--- src/rtl/sid_env_mc.sv ---
// sid_env_mc: time-multiplexed SID-style ADSR envelope generator.
// One shared update engine serves all voices; each clk_en tick updates the
// voice selected by a round-robin slot counter.
//
// Ports:
//   clk        system clock
//   n_reset    synchronous active-low reset
//   clk_en     processing tick (one voice updated per tick)
//   atk/dcy/stn/rls  per-voice 4-bit attack/decay/sustain/release, voice v at [4v+3:4v]
//   gate       per-voice gate
//   vol        per-voice 8-bit envelope level, voice v at [8v+7:8v]
//   env_state  per-voice 2-bit state, voice v at [2v+1:2v]
//   vol_valid  one-cycle strobe after the tick that processed the last voice
//
// Optional build macro: SID_ENV_ZERO_FREEZE_EN -- a released voice sitting at
// level 00 freezes its LFSR and exponent counter until its gate rises.
//
// state           | meaning
// ----------------+----------------------------------------------
// ATTACK (0)      | level ramps up to FF at the attack rate
// DECAY_SUSTAIN(1)| level ramps down to {stn,stn}, then holds
// RELEASE (2)     | level ramps down to 00, then holds
// illegal (3)     | recovered to RELEASE on the voice's next tick

module sid_env_mc #(
  parameter int VOICES = 3
) (
  input  logic                clk,
  input  logic                n_reset,
  input  logic                clk_en,
  input  logic [4*VOICES-1:0] atk,
  input  logic [4*VOICES-1:0] dcy,
  input  logic [4*VOICES-1:0] stn,
  input  logic [4*VOICES-1:0] rls,
  input  logic [VOICES-1:0]   gate,
  output logic [8*VOICES-1:0] vol,
  output logic [2*VOICES-1:0] env_state,
  output logic                vol_valid
);

  localparam int SW = (VOICES > 1) ? $clog2(VOICES) : 1;
  localparam logic [SW-1:0] LAST_SLOT = SW'(VOICES - 1);

  typedef enum logic [1:0] {
    ST_ATTACK        = 2'd0,
    ST_DECAY_SUSTAIN = 2'd1,
    ST_RELEASE       = 2'd2,
    ST_ILLEGAL       = 2'd3
  } state_t;

  logic [SW-1:0] r_slot;
  state_t        r_state   [VOICES];
  logic [7:0]    r_vol     [VOICES];
  logic [14:0]   r_lfsr    [VOICES];
  logic [4:0]    r_exp_cnt [VOICES];
  logic [4:0]    r_exp_per [VOICES];
  logic          r_vol_valid;

  // fields of the voice currently owning the update engine
  state_t      w_state;
  logic [7:0]  w_vol;
  logic [14:0] w_lfsr;
  logic [4:0]  w_cnt;
  logic [4:0]  w_per;
  logic        w_gate;
  logic [3:0]  w_atk, w_dcy, w_stn, w_rls;

  logic [3:0]  w_nib;
  logic        w_match;
  state_t      w_state_nxt;
  logic [7:0]  w_vol_nxt;
  logic [14:0] w_lfsr_nxt;
  logic [4:0]  w_cnt_nxt;
  logic [4:0]  w_per_nxt;

  function automatic logic [14:0] rate_lut(input logic [3:0] n);
    case (n)
      4'h0:    rate_lut = 15'h007F;
      4'h1:    rate_lut = 15'h3000;
      4'h2:    rate_lut = 15'h1E00;
      4'h3:    rate_lut = 15'h0660;
      4'h4:    rate_lut = 15'h0182;
      4'h5:    rate_lut = 15'h5573;
      4'h6:    rate_lut = 15'h000E;
      4'h7:    rate_lut = 15'h3805;
      4'h8:    rate_lut = 15'h2424;
      4'h9:    rate_lut = 15'h2220;
      4'hA:    rate_lut = 15'h090C;
      4'hB:    rate_lut = 15'h0ECD;
      4'hC:    rate_lut = 15'h010E;
      4'hD:    rate_lut = 15'h23F7;
      4'hE:    rate_lut = 15'h5237;
      default: rate_lut = 15'h64A8;
    endcase
  endfunction

  // voice select mux; a compare per voice avoids indexing past VOICES-1
  always_comb begin
    w_state = ST_RELEASE;
    w_vol   = 8'h00;
    w_lfsr  = 15'h0000;
    w_cnt   = 5'd0;
    w_per   = 5'd0;
    w_gate  = 1'b0;
    w_atk   = 4'h0;
    w_dcy   = 4'h0;
    w_stn   = 4'h0;
    w_rls   = 4'h0;
    for (int v = 0; v < VOICES; v++) begin
      if (r_slot == SW'(v)) begin
        w_state = r_state[v];
        w_vol   = r_vol[v];
        w_lfsr  = r_lfsr[v];
        w_cnt   = r_exp_cnt[v];
        w_per   = r_exp_per[v];
        w_gate  = gate[v];
        w_atk   = atk[4*v +: 4];
        w_dcy   = dcy[4*v +: 4];
        w_stn   = stn[4*v +: 4];
        w_rls   = rls[4*v +: 4];
      end
    end
  end

  always_comb begin
    case (w_state)
      ST_ATTACK:        w_nib = w_atk;
      ST_DECAY_SUSTAIN: w_nib = w_dcy;
      default:          w_nib = w_rls;
    endcase
    w_match = (w_lfsr == rate_lut(w_nib));

    // exponent period follows the piecewise-linear breakpoints of the level
    case (w_vol)
      8'hFF:   w_per_nxt = 5'd1;
      8'h5D:   w_per_nxt = 5'd2;
      8'h36:   w_per_nxt = 5'd4;
      8'h1A:   w_per_nxt = 5'd8;
      8'h0E:   w_per_nxt = 5'd16;
      8'h06:   w_per_nxt = 5'd30;
      8'h00:   w_per_nxt = 5'd1;
      default: w_per_nxt = w_per;
    endcase

    // the count wraps against the period held before this tick
    w_cnt_nxt = (w_cnt == w_per) ? 5'd0 : w_cnt + 5'd1;

    if (w_match)
      w_lfsr_nxt = 15'h7FFF;
    else if ((w_cnt == 5'd0) || (w_state == ST_ATTACK))
      w_lfsr_nxt = {w_lfsr[1] ^ w_lfsr[0], w_lfsr[14:1]};
    else
      w_lfsr_nxt = w_lfsr;

`ifdef SID_ENV_ZERO_FREEZE_EN
    if ((w_state == ST_RELEASE) && (w_vol == 8'h00) && !w_gate) begin
      w_cnt_nxt  = w_cnt;
      w_lfsr_nxt = w_lfsr;
    end
`endif

    w_vol_nxt   = w_vol;
    w_state_nxt = w_state;
    case (w_state)
      ST_ATTACK: begin
        if (w_match) begin
          if (w_vol != 8'hFF) w_vol_nxt = w_vol + 8'd1;
          else                w_state_nxt = ST_DECAY_SUSTAIN;
        end
        // gate drop wins over the move to decay on the same tick
        if (!w_gate) w_state_nxt = ST_RELEASE;
      end
      ST_DECAY_SUSTAIN: begin
        if (w_match && (w_vol > {w_stn, w_stn})) w_vol_nxt = w_vol - 8'd1;
        if (!w_gate) w_state_nxt = ST_RELEASE;
      end
      ST_RELEASE: begin
        if (w_match && (w_vol != 8'h00)) w_vol_nxt = w_vol - 8'd1;
        if (w_gate) w_state_nxt = ST_ATTACK;
      end
      default: w_state_nxt = ST_RELEASE;
    endcase
  end

  always_ff @(posedge clk) begin
    if (!n_reset) begin
      r_slot      <= '0;
      r_vol_valid <= 1'b0;
      for (int v = 0; v < VOICES; v++) begin
        r_state[v]   <= ST_RELEASE;
        r_vol[v]     <= 8'h00;
        r_lfsr[v]    <= 15'h7FFF;
        r_exp_cnt[v] <= 5'd0;
        r_exp_per[v] <= 5'd1;
      end
    end else begin
      r_vol_valid <= clk_en && (r_slot == LAST_SLOT);
      if (clk_en) begin
        for (int v = 0; v < VOICES; v++) begin
          if (r_slot == SW'(v)) begin
            r_state[v]   <= w_state_nxt;
            r_vol[v]     <= w_vol_nxt;
            r_lfsr[v]    <= w_lfsr_nxt;
            r_exp_cnt[v] <= w_cnt_nxt;
            r_exp_per[v] <= w_per_nxt;
          end
        end
        r_slot <= (r_slot == LAST_SLOT) ? '0 : r_slot + 1'b1;
      end
    end
  end

  always_comb begin
    vol       = '0;
    env_state = '0;
    for (int v = 0; v < VOICES; v++) begin
      vol[8*v +: 8]       = r_vol[v];
      env_state[2*v +: 2] = r_state[v];
    end
  end

  assign vol_valid = r_vol_valid;

endmodule
--- config.mk ---
export PLATFORM = sky130hd
export DESIGN_NAME = sid_env_mc
export DESIGN_NICKNAME = d
export VERILOG_FILES = /design/src/rtl/sid_env_mc.sv
export SDC_FILE = /design/constraint.sdc
export NUM_CORES = 1
export LEC_CHECK = 0
export BUFFER_PORTS_ARGS = -buffer_cell sky130_fd_sc_hd__buf_2
export CELL_PAD_IN_SITES_DETAIL_PLACEMENT = 0
export CELL_PAD_IN_SITES_GLOBAL_PLACEMENT = 1
export CORE_MARGIN = 2
export CORE_UTILIZATION = 42
export CTS_CLUSTER_DIAMETER = 40
export DETAILED_ROUTE_END_ITERATION = 8
export PLACE_DENSITY_LB_ADDON = 0.1
export RECOVER_POWER = 25
export SETUP_SLACK_MARGIN = 0.2
export SLEW_MARGIN = 20
export SYNTH_ARGS = -nofsm -noshare
export SYNTH_HDL_FRONTEND = slang
export SYNTH_SLANG_ARGS = --single-unit
--- constraint.sdc ---
create_clock -name clk -period 14.4 [get_ports clk]
set_input_delay 1.44 -clock clk [delete_from_list [all_inputs] [get_ports clk]]
set_output_delay 1.44 -clock clk [all_outputs]
set_load 0.1 [all_outputs]
==> Word-level counts from Yosys, hierarchy flattened <==
Memories as Yosys holds them, arrays and structs flattened.
Index checks and enable logic that the tools add are counted.
{ "classes": {"add_sub_neg": 4, "n_lt_le_gt_ge": 1, "eq_ne": 13, "mux": 75, "bitwise": 16, "n_reduce_logical": 10} }
{ "op_table": {"columns": ["operator", "n"], "rows": [
  ["$mux W15", 8],
  ["$mux W8", 10],
  ["$mux W5", 13],
  ["$mux W4", 12],
  ["$pmux W5 S6", 1],
  ["$mux W2", 12],
  ["$pmux W8 S3", 1],
  ["$mux W1", 16],
  ["$eq A15 B15 Y1", 1],
  ["$or A1 B1 Y1", 15],
  ["$add A8 B1 Y8 const B", 1],
  ["$eq A8 B3 Y1 const B", 1],
  ["$eq A8 B4 Y1 const B", 1],
  ["$eq A8 B5 Y1 const B", 1],
  ["$eq A8 B6 Y1 const B", 1],
  ["$eq A8 B7 Y1 const B", 1],
  ["$eq A8 B8 Y1 const B", 1],
  ["$gt A8 B8 Y1", 1],
  ["$logic_not A8 Y1", 1],
  ["$ne A8 B8 Y1 const B", 1],
  ["$pmux W4 S2", 1],
  ["$reduce_bool A8 Y1", 1],
  ["$sub A8 B1 Y8 const B", 1],
  ["$pmux W2 S3", 1],
  ["11 further kinds", 16]
]} }
{ "totals": {"ff_bits": 3, "mem_bits_rw": 105, "romBits": 240, "in_bits": 54, "word_cells": 127, "memories": 6} }
{ "mem_list": {"columns": ["memory", "depth", "word_bits", "rd", "rd_ports_with_merged_regs", "wr", "line", "rtl"], "rows": [
  ["(no name shown)", 16, 15, 1, 0, 0, "77", "case (n)"],
  ["r_lfsr", 3, 15, 3, 0, 3, "54", "logic [14:0] r_lfsr [VOICES];"],
  ["r_vol", 3, 8, 3, 0, 3, "53", "logic [7:0] r_vol [VOICES];"],
  ["r_exp_cnt", 3, 5, 3, 0, 3, "55", "logic [4:0] r_exp_cnt [VOICES];"],
  ["r_exp_per", 3, 5, 3, 0, 3, "56", "logic [4:0] r_exp_per [VOICES];"],
  ["r_state", 3, 2, 3, 0, 3, "52", "state_t r_state [VOICES];"]
]} }

==> Longest topological paths before layout <==
Gate-level depths: netlist (run 1).
An unclocked memory read counts as a cell.
{ "logic_depth": {"ltp_word": 12, "ltp_mapped": 23} }

==> Worst setup path before layout (run 1) <==
No wires, ideal clock.
{ "synth_path": {"path_type": "input to register", "startpoint": "input atk[9]", "endpoint": "memory r_vol[1][2] (netlist: r_vol[0][10]) (data pin)", "setup_ns": 0.261, "arrival_time_ns": 4.501, "required_time_ns": 14.139, "slack_ns": 9.638, "path_stages": 16, "path_buffers": 2, "cell_sequence": "mux2i_1 o2bb2ai_1 mux2i_1 a21oi_1 ha_1 clkbuf_1 o211ai_1 o211ai_2 mux2i_1 a2111oi_2 nand3_1 or2_1 buf_2 o21a_1 o31a_1 o21a_1"} }
{ "synth_lines": {"columns": ["item", "line", "rtl"], "rows": [
  ["from (decl)", "31", "input logic [4*VOICES-1:0] atk,"],
  ["to (decl)", "53", null]
]} }

==> metrics.md, run 1 <==
| Metric | Value |
|---|---|
| Status | finished with violations |
| Failing checks | capacitance limit, slew limit |
| Largest net degree at the start of global routing | 36 |
| Sw frac | 37.6% |
| Worst R2R Path Depth | 15 |
| Adder-Cell Fraction of Synth Area | 3.60% |
| Final ANT Viol Nets | 0 |
| Mux cell area share after synthesis | 11.1% |
| Clock power frac | 28.1% |
| Worst setup path class | reg2reg |
| Rel. slew slack | -73.2% |
| Die Ht | 136 µm |
| Post-synthesis compound-gate area fraction | 20.0% |
| Total power | 0.000980 W |
| Internal | 0.000612 W |
| CTS root buf | clkbuf_16 |
| First-pass GRT wire length | 33100 µm |
| H-tree depth | 3 |
| First DRT Iteration DRCs | 578 |
| Gr ovfl total | 0 |
| F_max | 137 MHz |
| Fraction of registers with async set or reset after synthesis | 0% |
| Register area share after synthesis | 44.0% |
| Worst-path fanout max | 35 |
| Setup Fix Bufs, Post-CTS | 0 |
| Dpl cell area | 7870 µm² |
| Period utilization | 50.7% |
| Crit start category | flip-flop |
| Critical path endpoint category | flip-flop |
| NetSw | 0.000368 W |
| Post-route cell area | 8170 µm² |
| Data arrival time of the critical path | 7.38 ns |
| Logic pwr share | 33.0% |
| Post-Route WL | 21300 µm |
| Clock Skew | 0.0116 ns |
| CTS Hold Bufs | 0 |
| Pleak | 2.94 nW |
| Cts bufs inserted | 9 |
| VDD IR max | 0.0596 mV |
| Ys Warns | 0 |
| Synthesized Nets | 796 |
| Clock-pin slew on the worst setup and hold paths | 0.09 ns |
| GPL Wtd Cong | 0.984 |
| Fin util | 47.6% |
| Initial core utilization | 42.5% |
| Footprint of the multi-input gates | 3770 µm² |
| # IOs | 85 |
| Final TNS setup | 0 ns |
| Gate Count Post-Synth | 721 |
| Syn Std Cell Area | 7310 µm² |
| Pwr per Cell Area | 120 nW/µm² |
| Total track usage | 23.5% |
| DRC viols | 0 |
| Post-Synth Simple-Gate Area | 14.7% |
| Initial antenna violation count | 0 |
| Synth Area in XOR/XNOR | 1.92% |
| Chip width | 136 µm |
| Vias in the first global route | 5921 |
| EDFF count, synth | 105 |
| Final hold violation count | 0 |
| Vias | 6116 |
| Bufs on Longest Clock Path | 2 |
| Vias/cell | 6.02 |
| Register area | 3210 µm² |
| Yosys reg bits | 108 |
| Max Slew Vio Count | 137 |
| Sequential power share | 39.0% |
| Drt pass-1 iters | 5 |
| CP required | 14.48 ns |
| Post-cts resize count | 0 |
| Largest family of logic cells by synthesized area | compound AO/OA/AOI/OAI gates |
| Clock tree sinks | 108 |
| DIE AREA | 18500 µm² |
| CTS tree | yes |
| Port Buf Inserts | 84 |
| Top_reg_cell synth | edfxtp_1 |
| ANT cells | 0 |
| Final #Nets | 861 |
| Hold path depth | 3 |
| Share of cells above drive strength 1 | 17.7% |
| Actual slew at the worst max-slew pin | 2.60 ns |
| Core Area | 17200 µm² |
| Fillcell total | 1636 |
| Clk_lat worst skew | 0.36 ns |
| Post-detail-place hpwl | 15300 µm |
| Final Setup Violations | 0 |
| Avg WL per Cell | 21.0 µm |
| Netlist cell types | 80 |
| Worst hold-check path type | reg2reg |
| # rows | 48 |
| Syn Area/Cell | 10.1 µm² |
| RSZ-0062 raised after global routing | no |
| Syn-to-layout area delta | 11.8% |
| Min cycle time layout | 7.30 ns |
| Max Cap Viol | 5 |
Yosys cell counts (4+ instances only):
| cell type | count | share of area [%] |
|---|---|---|
| xnor2_1 | 12 | 1.4 |
| o31ai_1 | 6 | 0.62 |
| and2_1 | 4 | 0.34 |
| nor3_1 | 18 | 1.2 |
| nand3_1 | 21 | 1.4 |
| nand2_1 | 76 | 3.9 |
| a21oi_1 | 40 | 2.7 |
| a31oi_1 | 9 | 0.77 |
| a21o_1 | 11 | 1.1 |
| a2bb2oi_1 | 4 | 0.48 |
| a211oi_1 | 11 | 1.1 |
| inv_1 | 19 | 0.98 |
| and3_1 | 7 | 0.60 |
| o21ai_0 | 45 | 3.1 |
| edfxtp_1 | 105 | 43 |
| ha_1 | 21 | 3.6 |
| o22ai_1 | 5 | 0.43 |
| mux2i_1 | 71 | 9.7 |
| o2bb2ai_1 | 8 | 0.96 |
| nor2_1 | 64 | 3.3 |
| buf_6 | 7 | 1.1 |
| xor2_1 | 4 | 0.48 |
| nand2b_1 | 6 | 0.51 |
| nor4_1 | 9 | 0.77 |
| nand4_1 | 7 | 0.60 |
| buf_4 | 8 | 0.82 |
| buf_2 | 17 | 1.2 |
| clkbuf_1 | 8 | 0.41 |
| o21a_1 | 9 | 0.92 |
| o211ai_1 | 10 | 1.0 |
kinds of logic after synthesis:
logic type | Yosys count
and+or+nand+nor | 230
AOI/OAI and AO/OA | 206
DFF | 108
muxes | 77
buffers and inverters | 63
adders and majority gates | 21
xor gates and xnor gates | 16
stage by stage:
stage	hold slack, ns	worst slack [ns]	std cells
after global placement	0.770	8.69	1000
after detailed placement	0.799	8.46	1000
after CTS	0.817	8.47	1016
after global routing	0.895	6.44	1016
final	0.813	7.10	1016
after floorplan	0.690	9.64	721
state kept, by name, summed over array words and instances, names as in the netlist:
name       cells
r_exp_cnt     15
r_exp_per     15
r_lfsr        45
r_slot         2
r_state        6
r_vol         24
vol_valid      1
cell type report:
cell class                      count  area share, %
Timing Repair Buffer               97           6.19
Clock buffer                        9           2.76
Clock inverter                      7           1.26
Inverter                           20          0.919
Multi-Input combinational cell    550           46.1
Tap cell                          225           3.45
Sequential cell                   108           39.3
power by group through the flow:
| stage | clock (W) | combinational [W] | sequential [W] |
|---|---|---|---|
| after floorplan | 0 | 0.000203 | 0.000428 |
| after global placement | 0 | 0.000318 | 0.000388 |
| after detailed placement | 0 | 0.000319 | 0.000389 |
| after CTS | 0.000281 | 0.000320 | 0.000381 |
| after global routing | 0.000289 | 0.000349 | 0.000385 |
| final | 0.000275 | 0.000323 | 0.000382 |
layer usage:
| metal | global-route usage (%) | vias to the layer above | wire length, µm |
|---|---|---|---|
| met5 | 0 | - | 0 |
| met4 | 7.58 | 0 | 555 |
| met3 | 2.91 | 39 | 938 |
| met2 | 41.5 | 201 | 10700 |
| met1 | 30.0 | 3009 | 9100 |
| li1 | - | 2867 | - |
final timing paths:
path,startpoint,slack [ns],to
min,r_lfsr[0][27]$_DFFE_PP_,0.81,r_lfsr[0][41]$_DFFE_PP_
min reg2reg,r_lfsr[0][27]$_DFFE_PP_,0.81,r_lfsr[0][41]$_DFFE_PP_
max reg2reg,r_slot[1]$_SDFFE_PN0P_,7.10,r_vol[0][4]$_DFFE_PP_
max,r_slot[1]$_SDFFE_PN0P_,7.10,r_vol[0][4]$_DFFE_PP_
cells in the final DEF, fill, tap and decap left out, types with 5 or more instances in the layout:
master     instances
edfxtp_1         105
buf_2             83
nand2_1           76
mux2i_1           71
nor2_1            64
o21ai_0           45
a21oi_1           39
nand3_1           21
ha_1              21
inv_1             19
nor3_1            18
xnor2_1           12
a21o_1            11
a211oi_1          11
o211ai_1          10
buf_4             10
a31oi_1            9
o21a_1             9
nor4_1             9
clkbuf_16          9
o2bb2ai_1          8
nand4_1            7
and3_1             7
o31ai_1            6
nand2b_1           5
critical path: stages (launching register included):
cell and delay (ns):
dfxtp_1 1.37, clkbuf_1 1.91, mux2i_1 0.33, nor2_1 0.06
a21oi_1 0.69, inv_1 0.35, ha_1 0.41, o21a_1 0.13
o21a_1 0.10, o21ai_0 0.06, a31o_2 0.29, nor2_1 0.29
a21oi_2 0.16, nor3b_1 0.25, a211oi_1 0.08, a211oi_1 0.48
No activity file was read; power rests on OpenSTA's default activity.
==> run 2: changes to the inputs <==
==> constraint.sdc (replaced) <==
create_clock -name clk -period 7.64 [get_ports clk]
set_input_delay 0.764 -clock clk [delete_from_list [all_inputs] [get_ports clk]]
set_output_delay 0.764 -clock clk [all_outputs]
set_load 0.1 [all_outputs]
==> run 2 against run 1 <==
- via count is 1.4% lower
- highest routed layer unchanged
- critical path depth is 2 higher
- the flow still finishes with violations (capacitance limit, slew limit)
- sequential power is 88% higher
- cell count is 0.20% lower
- combinational power is 87% higher
- cell area is 0.69% lower
- critical path type unchanged
- non-clock buffer count is 2 lower
- die area stayed put
- clock-buffer cell count stayed put
- power is 84% higher
- critical endpoint is now r_vol[0][12]$_DFFE_PP_
==> metrics.md, run 2 (synthesis gave the netlist of run 1 again) <==
| Metric | Value |
|---|---|
| Logic pwr share | 33.5% (+0.5 points) |
| Worst setup path class | reg2reg |
| Core Area | 17200 µm² (unchanged) |
| Largest register FFs | 45 (unchanged) |
| Pwr per Cell Area | 222 nW/µm² (+85%) |
| Clock Skew | 0.00922 ns (-0.00241 ns) |
| Sequential power share | 39.9% (+0.9 points) |
| First-pass GRT wire length | 33700 µm (+1.8%) |
| Vias | 6028 (-1.4%) |
| Share of cells above drive strength 1 | 13.8% (-3.9 points) |
| Fillcell total | 1661 (+1.5%) |
| CP required | 7.73 ns (-6.75 ns) |
| CTS tree | yes |
| Initial antenna violation count | 0 (unchanged) |
| Total power | 0.00180 W (+84%) |
| Drt pass-1 iters | 5 (unchanged) |
| GPL Wtd Cong | 0.909 (-7.7%) |
| Bufs on Longest Clock Path | 2 (unchanged) |
| F_max | 165 MHz (+20%) |
| Initial core utilization | 42.5% (unchanged) |
| Cts bufs inserted | 9 (unchanged) |
| CTS root buf | clkbuf_16 |
| Total track usage | 23.9% (+0.41 points) |
| Syn-to-layout area delta | 11.0% |
| Final #Nets | 859 (-0.23%) |
| Min cycle time layout | 6.07 ns (-1.23 ns) |
| Port Buf Inserts | 84 (unchanged) |
| Detail Route met3 WL | 720 µm (-23%) |
| Largest net degree at the start of global routing | 36 (unchanged) |
| VDD IR max | 0.104 mV (+75%) |
| Vias/cell | 5.94 (-1.2%) |
| Max Cap Viol | 2 (-3) |
| Top Metal Used | met4 |
| DIE AREA | 18500 µm² (unchanged) |
| Period utilization | 79.4% (+29 points) |
| Vias in the first global route | 5988 (+1.1%) |
| Post-route cell area | 8110 µm² (-0.69%) |
| Final hold violation count | 0 (unchanged) |
| Worst hold-check path type | in2reg |
| RSZ-0062 raised after global routing | no |
| CTS Hold Bufs | 0 (unchanged) |
| First DRT Iteration DRCs | 544 (-5.9%) |
| DR WL met2 | 11200 µm (+4.7%) |
| Final ANT Viol Nets | 0 (unchanged) |
| Wire length on met1 | 9210 µm (+1.3%) |
| Chip width | 136 µm (unchanged) |
| Register area | 3220 µm² (about the same) |
| Final Setup Violations | 0 (unchanged) |
| Gr ovfl total | 0 (unchanged) |
| # rows | 48 (unchanged) |
| Failing checks | capacitance limit, slew limit |
| Crit start category | flip-flop |
| Post-detail-place hpwl | 15400 µm (+0.36%) |
| NetSw | 0.000687 W (+87%) |
| Setup Fix Bufs, Post-CTS | 0 (unchanged) |
| Pre-CTS setup slack | 2.09 ns (-6.36 ns) |
| Worst reg-to-reg setup slack | 1.57 ns (-5.53 ns) |
| H-tree depth | 3 (unchanged) |
| Worst-path fanout max | 32 (-8.6%) |
| Data arrival time of the critical path | 6.16 ns (-1.22 ns) |
| Clk_lat worst skew | 0.36 ns (about the same) |
| Clock-pin slew on the worst setup and hold paths | 0.08 ns (about the same) |
| Actual slew at the worst max-slew pin | 2.15 ns (-0.451 ns) |
| PnR worst setup slack | 1.57 ns (-5.53 ns) |
| Largest registers | r_lfsr: 45 flops, r_vol: 24 flops |
| Sw frac | 38.1% (+0.55 points) |
| Most common cell after layout, fill and taps aside | edfxtp_1 |
| Critical path endpoint category | flip-flop |
| DRC viols | 0 (unchanged) |
| Status | finished with violations |
| Most frequent cells in the layout | edfxtp_1, nand2_1, mux2i_1 |
| Dpl cell area | 7860 µm² (-0.19%) |
| Avg WL per Cell | 21.3 µm (+1.4%) |
| # IOs | 85 (unchanged) |
| Final TNS setup | 0 ns (unchanged) |
| Die Ht | 136 µm (unchanged) |
| Rel. slew slack | -44.6% (+29 points) |
| Clock tree sinks | 108 (unchanged) |
| Internal | 0.00112 W (+82%) |
| Final hold slack | 0.718 ns (-0.0945 ns) |
| Footprint of the multi-input gates | 3760 µm² (about the same) |
| Clock power frac | 26.6% (-1.5 points) |
| ANT cells | 0 (unchanged) |
| Largest reg by FF count | r_lfsr |
| Pleak | 2.83 nW (-3.6%) |
| Max Slew Vio Count | 38 (-72%) |
| Post-Route WL | 21600 µm (+1.2%) |
| Post-cts resize count | 0 (unchanged) |
[run 2: final cells by class]
type,count,area share (%)
multi-input combinational,550,46.4
clock buffer,9,2.78
sequential,108,39.6
clock inverter,7,1.13
inverter,20,0.925
tap,225,3.47
timing repair buffer,95,5.67
[run 2: through the flow]
stage / cells / utilization, %
after detailed placement: 998 / 45.7
after floorplan: 721 / -
final: 1014 / 47.2
after global placement: 998 / 45.7
after global routing: 1014 / 47.2
after CTS: 1014 / 47.6
[run 2: final timing paths]
| kind | depth (start not counted) | endpoint | start |
|---|---|---|---|
| max reg2reg | 17 | r_vol[0][12]$_DFFE_PP_ | r_slot[0]$_SDFFE_PN0P_ |
| min | 2 | r_slot[1]$_SDFFE_PN0P_ | n_reset |
| max | 17 | r_vol[0][12]$_DFFE_PP_ | r_slot[0]$_SDFFE_PN0P_ |
| min reg2reg | 3 | r_lfsr[0][11]$_DFFE_PP_ | r_lfsr[0][27]$_DFFE_PP_ |
[run 2: worst max-delay path, cell delays in order (launching register included)]
cell	delay [ns]
dfxtp_1	1.15
nor2b_1	0.34
buf_4	0.39
o2bb2ai_1	0.26
mux2i_1	0.18
a21oi_1	0.41
ha_1	0.48
inv_1	0.19
nor3_1	0.07
a311oi_1	0.26
a211oi_1	0.10
nor4_1	0.53
nor4_1	0.09
and3_1	0.24
and2_1	0.24
a22o_1	0.26
o21a_1	0.11
a211oi_1	0.48
[run 2: power groups by stage]
| stage | combinational (W) | clock (W) | sequential, W |
|---|---|---|---|
| floorplan | 0.000383 | 0 | 0.000807 |
| global placement | 0.000598 | 0 | 0.000731 |
| detailed placement | 0.000601 | 0 | 0.000733 |
| CTS | 0.000603 | 0.000492 | 0.000719 |
| global route | 0.000654 | 0.000510 | 0.000724 |
| finish | 0.000603 | 0.000480 | 0.000719 |
[run 2: per-layer routing]
| metal | global-route usage (%) | vias to the layer above |
|---|---|---|
| met5 | 0 | - |
| met4 | 6.66 | 0 |
| met3 | 3.02 | 24 |
| met2 | 42.9 | 156 |
| met1 | 30.3 | 2984 |
| li1 | - | 2864 |
